[config.mk]
export PLATFORM = sky130hd
export DESIGN_NAME = iic_reg_uart_bridge
export DESIGN_NICKNAME = d
export VERILOG_FILES = /design/src/rtl/iic_uart_pkg.sv /design/src/rtl/uart_tx_byte.sv /design/src/rtl/iic_reg_uart_bridge.sv
export SDC_FILE = /design/constraint.sdc
export NUM_CORES = 2
export LEC_CHECK = 0
export BUFFER_PORTS_ARGS = -buffer_cell sky130_fd_sc_hd__buf_2
export CAP_MARGIN = 20
export CORE_MARGIN = 2
export CORE_UTILIZATION = 59
export DETAILED_ROUTE_END_ITERATION = 8
export HOLD_SLACK_MARGIN = 0.03
export PLACE_DENSITY_LB_ADDON = 0.05
export SLEW_MARGIN = 20
export SYNTH_ARGS = -nofsm -noshare
export SYNTH_HDL_FRONTEND = slang
export SYNTH_SLANG_ARGS = --single-unit
export TNS_END_PERCENT = 10
[constraint.sdc]
create_clock -name clk -period 3.9 [get_ports clk]
set_input_delay 1.17 -clock clk [delete_from_list [all_inputs] [get_ports clk]]
set_output_delay 1.17 -clock clk [all_outputs]
set_load 0.005 [all_outputs]
[src/rtl/iic_uart_pkg.sv]
// Shared constants and types for the IIC register bridge with UART write monitor.
// Build option: IIC_UART_CHKSUM_EN appends an XOR checksum byte to every packet.
package iic_uart_pkg;

  localparam logic [7:0] PKT_HDR = 8'hA5;

  localparam logic [1:0] S_IDLE  = 2'd0;
  localparam logic [1:0] S_START = 2'd1;
  localparam logic [1:0] S_BITS  = 2'd2;
  localparam logic [1:0] S_STOP  = 2'd3;

`ifdef IIC_UART_CHKSUM_EN
  localparam logic [2:0] PKT_LEN = 3'd4;
`else
  localparam logic [2:0] PKT_LEN = 3'd3;
`endif

  localparam int EVT_W = 16;

  typedef struct packed {
    logic [7:0] addr;
    logic [7:0] data;
  } evt_t;

  // Byte idx of the packet for one write event: header, addr, data [, checksum].
  function automatic logic [7:0] pkt_byte(input evt_t evt, input logic [2:0] idx);
    logic [7:0] b;
    case (idx)
      3'd1:    b = evt.addr;
      3'd2:    b = evt.data;
`ifdef IIC_UART_CHKSUM_EN
      3'd3:    b = PKT_HDR ^ evt.addr ^ evt.data;
`endif
      default: b = PKT_HDR;
    endcase
    return b;
  endfunction

endpackage

[src/rtl/uart_tx_byte.sv]
// 8N1 byte serialiser with valid/ready handshake; ready is also raised in the last
// stop-bit cycle so a waiting byte follows with no idle gap.
module uart_tx_byte
  import iic_uart_pkg::*;
#(
  parameter int BAUD_DIV = 434
) (
  input  logic       clk,
  input  logic       rst,
  input  logic [7:0] data,
  input  logic       valid,
  output logic       ready,
  output logic       txd
);

  localparam int CW = (BAUD_DIV > 1) ? $clog2(BAUD_DIV) : 1;
  localparam logic [CW-1:0] CNT_LAST = CW'(BAUD_DIV - 1);

  logic [1:0]    state_reg;
  logic [CW-1:0] cnt_reg;
  logic [2:0]    bit_reg;
  logic [7:0]    shift_reg;
  logic          txd_reg;
  logic          tick;

  assign tick  = (cnt_reg == CNT_LAST);
  assign ready = (state_reg == S_IDLE) || (state_reg == S_STOP && tick);
  assign txd   = txd_reg;

  always_ff @(posedge clk) begin
    if (!rst) begin
      state_reg <= S_IDLE;
      cnt_reg   <= '0;
      bit_reg   <= '0;
      shift_reg <= '0;
      txd_reg   <= 1'b1;
    end else if (ready && valid) begin
      state_reg <= S_START;
      cnt_reg   <= '0;
      shift_reg <= data;
      txd_reg   <= 1'b0;
    end else begin
      cnt_reg <= (state_reg == S_IDLE || tick) ? '0 : cnt_reg + CW'(1);
      if (tick) begin
        case (state_reg)
          S_START: begin
            state_reg <= S_BITS;
            bit_reg   <= '0;
            txd_reg   <= shift_reg[0];
          end
          S_BITS: begin
            if (bit_reg == 3'd7) begin
              state_reg <= S_STOP;
              txd_reg   <= 1'b1;
            end else begin
              bit_reg   <= bit_reg + 3'd1;
              shift_reg <= shift_reg >> 1;
              txd_reg   <= shift_reg[1];
            end
          end
          default: state_reg <= S_IDLE;
        endcase
      end
    end
  end

endmodule

[src/rtl/iic_reg_uart_bridge.sv]
// 256-byte IIC register file that also queues every write and streams it as a UART packet.
// Build option: IIC_UART_CHKSUM_EN (see iic_uart_pkg) adds a checksum byte per packet.
module iic_reg_uart_bridge
  import iic_uart_pkg::*;
#(
  parameter int CLK_FREQ   = 50000000,
  parameter int BAUD       = 115200,
  parameter int FIFO_DEPTH = 16
) (
  input  logic       clk,
  input  logic       rst,
  input  logic [7:0] wr_addr,
  input  logic [7:0] wr_data,
  input  logic       wr_en,
  output logic [7:0] rd_data,
  output logic       uart_txd,
  output logic       fifo_full,
  output logic [7:0] ovf_cnt
);

  localparam int BAUD_DIV = CLK_FREQ / BAUD;
  localparam int AW = $clog2(FIFO_DEPTH);

  logic       wr_en_d_reg;
  logic       accept;
  logic [7:0] mem [256];
  logic [7:0] rd_data_reg;

  evt_t          fifo_mem [FIFO_DEPTH];
  logic [AW:0]   wptr_reg, rptr_reg, wptr_next, rptr_next;
  logic          full_reg, full_next, empty, push, pop;
  logic [7:0]    ovf_reg;
  evt_t          head;

  evt_t       pkt_reg;
  logic [2:0] byte_idx_reg;
  logic       pkt_valid_reg;
  logic       tx_valid, tx_ready;
  logic [7:0] tx_byte;

  assign accept = wr_en & ~wr_en_d_reg;

  always_ff @(posedge clk) begin
    if (accept) mem[wr_addr] <= wr_data;
  end

  always_ff @(posedge clk) begin
    if (!rst) begin
      rd_data_reg <= '0;
      wr_en_d_reg <= 1'b0;
    end else begin
      rd_data_reg <= mem[wr_addr];
      wr_en_d_reg <= wr_en;
    end
  end

  // A pop in the same cycle frees the slot, so a push into a full FIFO is still taken.
  assign empty = (wptr_reg == rptr_reg);
  assign push  = accept && (!full_reg || pop);
  assign head  = fifo_mem[rptr_reg[AW-1:0]];

  always_comb begin
    wptr_next = wptr_reg + (AW+1)'(push);
    rptr_next = rptr_reg + (AW+1)'(pop);
    full_next = ((wptr_next - rptr_next) == (AW+1)'(FIFO_DEPTH));
  end

  always_ff @(posedge clk) begin
    if (push) fifo_mem[wptr_reg[AW-1:0]] <= '{addr: wr_addr, data: wr_data};
  end

  always_ff @(posedge clk) begin
    if (!rst) begin
      wptr_reg <= '0;
      rptr_reg <= '0;
      full_reg <= 1'b0;
      ovf_reg  <= '0;
    end else begin
      wptr_reg <= wptr_next;
      rptr_reg <= rptr_next;
      full_reg <= full_next;
      if (accept && !push && ovf_reg != 8'hFF) ovf_reg <= ovf_reg + 8'd1;
    end
  end

  // While the last byte is on the wire the next header is offered straight from the
  // FIFO head; it is taken (and popped) exactly when that byte's stop bit ends.
  always_comb begin
    tx_valid = 1'b0;
    tx_byte  = PKT_HDR;
    pop      = 1'b0;
    if (!pkt_valid_reg) begin
      pop = !empty;
    end else if (byte_idx_reg != PKT_LEN) begin
      tx_valid = 1'b1;
      tx_byte  = pkt_byte(pkt_reg, byte_idx_reg);
    end else begin
      tx_valid = !empty;
      pop      = !empty && tx_ready;
    end
  end

  always_ff @(posedge clk) begin
    if (!rst) begin
      pkt_valid_reg <= 1'b0;
      byte_idx_reg  <= '0;
      pkt_reg       <= '0;
    end else if (!pkt_valid_reg) begin
      if (pop) begin
        pkt_valid_reg <= 1'b1;
        byte_idx_reg  <= '0;
        pkt_reg       <= head;
      end
    end else if (byte_idx_reg != PKT_LEN) begin
      if (tx_ready) byte_idx_reg <= byte_idx_reg + 3'd1;
    end else if (tx_ready) begin
      if (pop) begin
        pkt_reg      <= head;
        byte_idx_reg <= 3'd1;
      end else begin
        pkt_valid_reg <= 1'b0;
      end
    end
  end

  uart_tx_byte #(
    .BAUD_DIV(BAUD_DIV)
  ) u_tx (
    .clk  (clk),
    .rst  (rst),
    .data (tx_byte),
    .valid(tx_valid),
    .ready(tx_ready),
    .txd  (uart_txd)
  );

  assign rd_data   = rd_data_reg;
  assign fifo_full = full_reg;
  assign ovf_cnt   = ovf_reg;

endmodule
==> impl_metrics.env <==
export IMPL_peakVddDrop_v=0.0004941
export IMPL_via_count=48458
export IMPL_ant_nets=0
export IMPL_num_rows=145
export IMPL_required_ps=4680
export IMPL_slew_viol_final=0
export IMPL_fin_skew_ps=26.06
export IMPL_routed_wl_mm=232.8
export IMPL_grt_pass1_wl_mm=337.3
export IMPL_crit_chain="buf_8 -> buf_12 -> buf_4 -> nand2b_1 -> o22ai_1 -> o21ai_0 -> a31oi_1 -> o21ai_0 -> a21oi_1 -> and3_1"
export IMPL_leakagePower_uw=0.03534
export IMPL_core_area_um2=156400
export IMPL_critPathLaunchType="input pin"
export IMPL_synth_seq_cells=2375
export IMPL_ys_types=74
export IMPL_ys_top_cells_by_count="2304 x edfxtp_1, 485 x mux4_2, 298 x mux2i_1"
export IMPL_timing_fmax_mhz=273.6
export IMPL_multi_input_area_um2=20810
export IMPL_p_per_area_nw_per_um2=500.5
export IMPL_hold_path_class="reg2reg"
export IMPL_synth_edf_count=2304
export IMPL_endpoint_kind="register"
export IMPL_syn_inst=4672
export IMPL_synth_area_per_cell_um2=19.90
export IMPL_dieArea_um2=160800
export IMPL_first_pass_iters=5
export IMPL_drt_initial_drc_count=6049
export IMPL_routabilityCongestion=0.9510
export IMPL_clock_sinks=2375
export IMPL_crit_type="in2reg"
export IMPL_synthToLayoutAreaGrowth_pct=15.45
export IMPL_grt_ovfl_total=0
export IMPL_rsz0062_at_grt="false"
export IMPL_critPathLaunch="wr_addr[1]"
export IMPL_total_power_uw=53710
export IMPL_yosysTopAreaCell="edfxtp_1"
export IMPL_worst_slack_ps=245.2
export IMPL_start_util_pct=59.45
export IMPL_clock_root_buffer="clkbuf_16"
export IMPL_drc=0
export IMPL_synth_seq_area_share_pct=75.95
export IMPL_fin_setup_tns_ps=0
export IMPL_r2r_start="u_tx.cnt_reg[0]"
export IMPL_avgViaCountPerCell=6.421
export IMPL_tightest_slew_ps=1009
export IMPL_synth_ff_type="edfxtp_1"
export IMPL_die_y_um=401.0
export IMPL_maxSlewHeadroom_pct=32.70
export IMPL_hold_violations=0
export IMPL_pre_cts_ws_ps=-358.9
export IMPL_drive_gt1_share_pct=27.49
export IMPL_clkTransAtPathRegs_ps=60
export IMPL_cts_tree="built"
export IMPL_antenna_found_initial=5
export IMPL_status="completed"
export IMPL_synthArstFlopShare_pct=0
export IMPL_clockBufferDepth=3
export IMPL_clk_latency_ps=840
export IMPL_critPathMaxStageDelay_ps=690
export IMPL_h_tree_depth=4
export IMPL_min_from="byte_idx_reg[2]"
export IMPL_hold_buffers=0
export IMPL_hold_slack_ps=462.3
export IMPL_cts_setup_buffers=0
export IMPL_fin_nets=5327
export IMPL_largest_reg_flops=2048
export IMPL_setup_viol=0
export IMPL_grt_pass1_vias=47862
export IMPL_drv_cap=0
export IMPL_yosysMostFrequentCell="edfxtp_1"
export IMPL_grt_max_degree=112
export IMPL_crit_fanout=38
export IMPL_critPathArrivalTime_ps=4440
export IMPL_dpl_hpwl_mm=152.0
export IMPL_wl_per_cell_um=30.84
export IMPL_numCtsBuffers=229
export IMPL_cts_repair_resize_count=0
export IMPL_synth_area_um2=92970
export IMPL_grt_use_total_pct=29.28
export IMPL_finalCritPeriodShare_pct=93.71
export IMPL_syn_nets=4710
export IMPL_ff_latch_area_um2=70610
export IMPL_num_io_pins=37
export IMPL_synthTopCellsByArea="edfxtp_1 74%, mux4_2 12%, mux2i_1 3.2%"
export IMPL_slowest_stage="a31oi_1"
export IMPL_die_width_um=401.0
export IMPL_min_period_ps=3655
export IMPL_nFillCells=9986
export IMPL_yosysWarnings=0
export IMPL_portBuffers=36
export IMPL_synth_top_area_share_pct=74.42
export IMPL_crit_path_frequent_cell="o21ai_0"
==> area by class of cell <==
cell class | count | area share [%]
diodes | 4 | 0.009326
repair buffers | 664 | 5.623
well taps | 2058 | 2.399
flip-flops and latches | 2375 | 65.79
clock buffers | 290 | 5.631
multi-input cells | 1997 | 19.39
inverters | 22 | 0.07694
clock inverters | 137 | 1.078
==> critical path: cells and delay by family <==
family	cells	cell delay (ps)
AND/OR/NAND/NOR	2	500
AO/OA/AOI/OAI	5	1880
buffers and inverters	3	790
==> path summary, 6_finish.rpt <==
path / slack (ps) / endpoint / depth (start not counted)
worst min register to register: 460 / byte_idx_reg[2] / 2
worst min-delay path: 460 / byte_idx_reg[2] / 2
worst max-delay path: 250 / rd_data[1] / 10
worst max register to register: 470 / fifo_full / 16
==> power breakdown <==
| group | internal [uW] | switching (uW) |
|---|---|---|
| clock | 12100 | 9260 |
| combinational | 1710 | 2390 |
| sequential | 28100 | 129 |
| total | 41900 | 11800 |
==> per-layer routing <==
metal	track usage (%)	share of wire (%)
met5	0	0
met4	9.163	3.3
met3	5.822	9.5
met2	45.43	47
met1	42.73	40
==> placed cells by master, fill, tap and decap left out, types with 65 or more instances in the layout <==
cell and instances:
a22oi_1 111, buf_12 82, buf_4 549, clkbuf_16 232
dfxtp_1 69, edfxtp_1 2304, mux2i_1 298, mux4_2 485
nand2_1 173, nand3_1 65, nor2_1 292
==> cells by family after synthesis <==
kind of cell,count (synthesis),synth area share (%)
compound gates,439,3.285
xor+xnor,25,0.2355
fa+ha+maj,19,0.2557
buf+inv,300,1.716
flops,2375,75.95
mux,790,15.04
simple gates,724,3.514
==> metrics by stage <==
step                      cell area (um2)  std cells  utilization [%]
after floorplan                     92970       4672                -
after global placement             100100       7116            64.02
after detailed placement           100100       7116            64.02
after CTS                          107300       7543            68.62
after global routing               107300       7543            68.62
final                              107300       7547            68.63
Note: power is estimated with default switching activity, not from simulation.
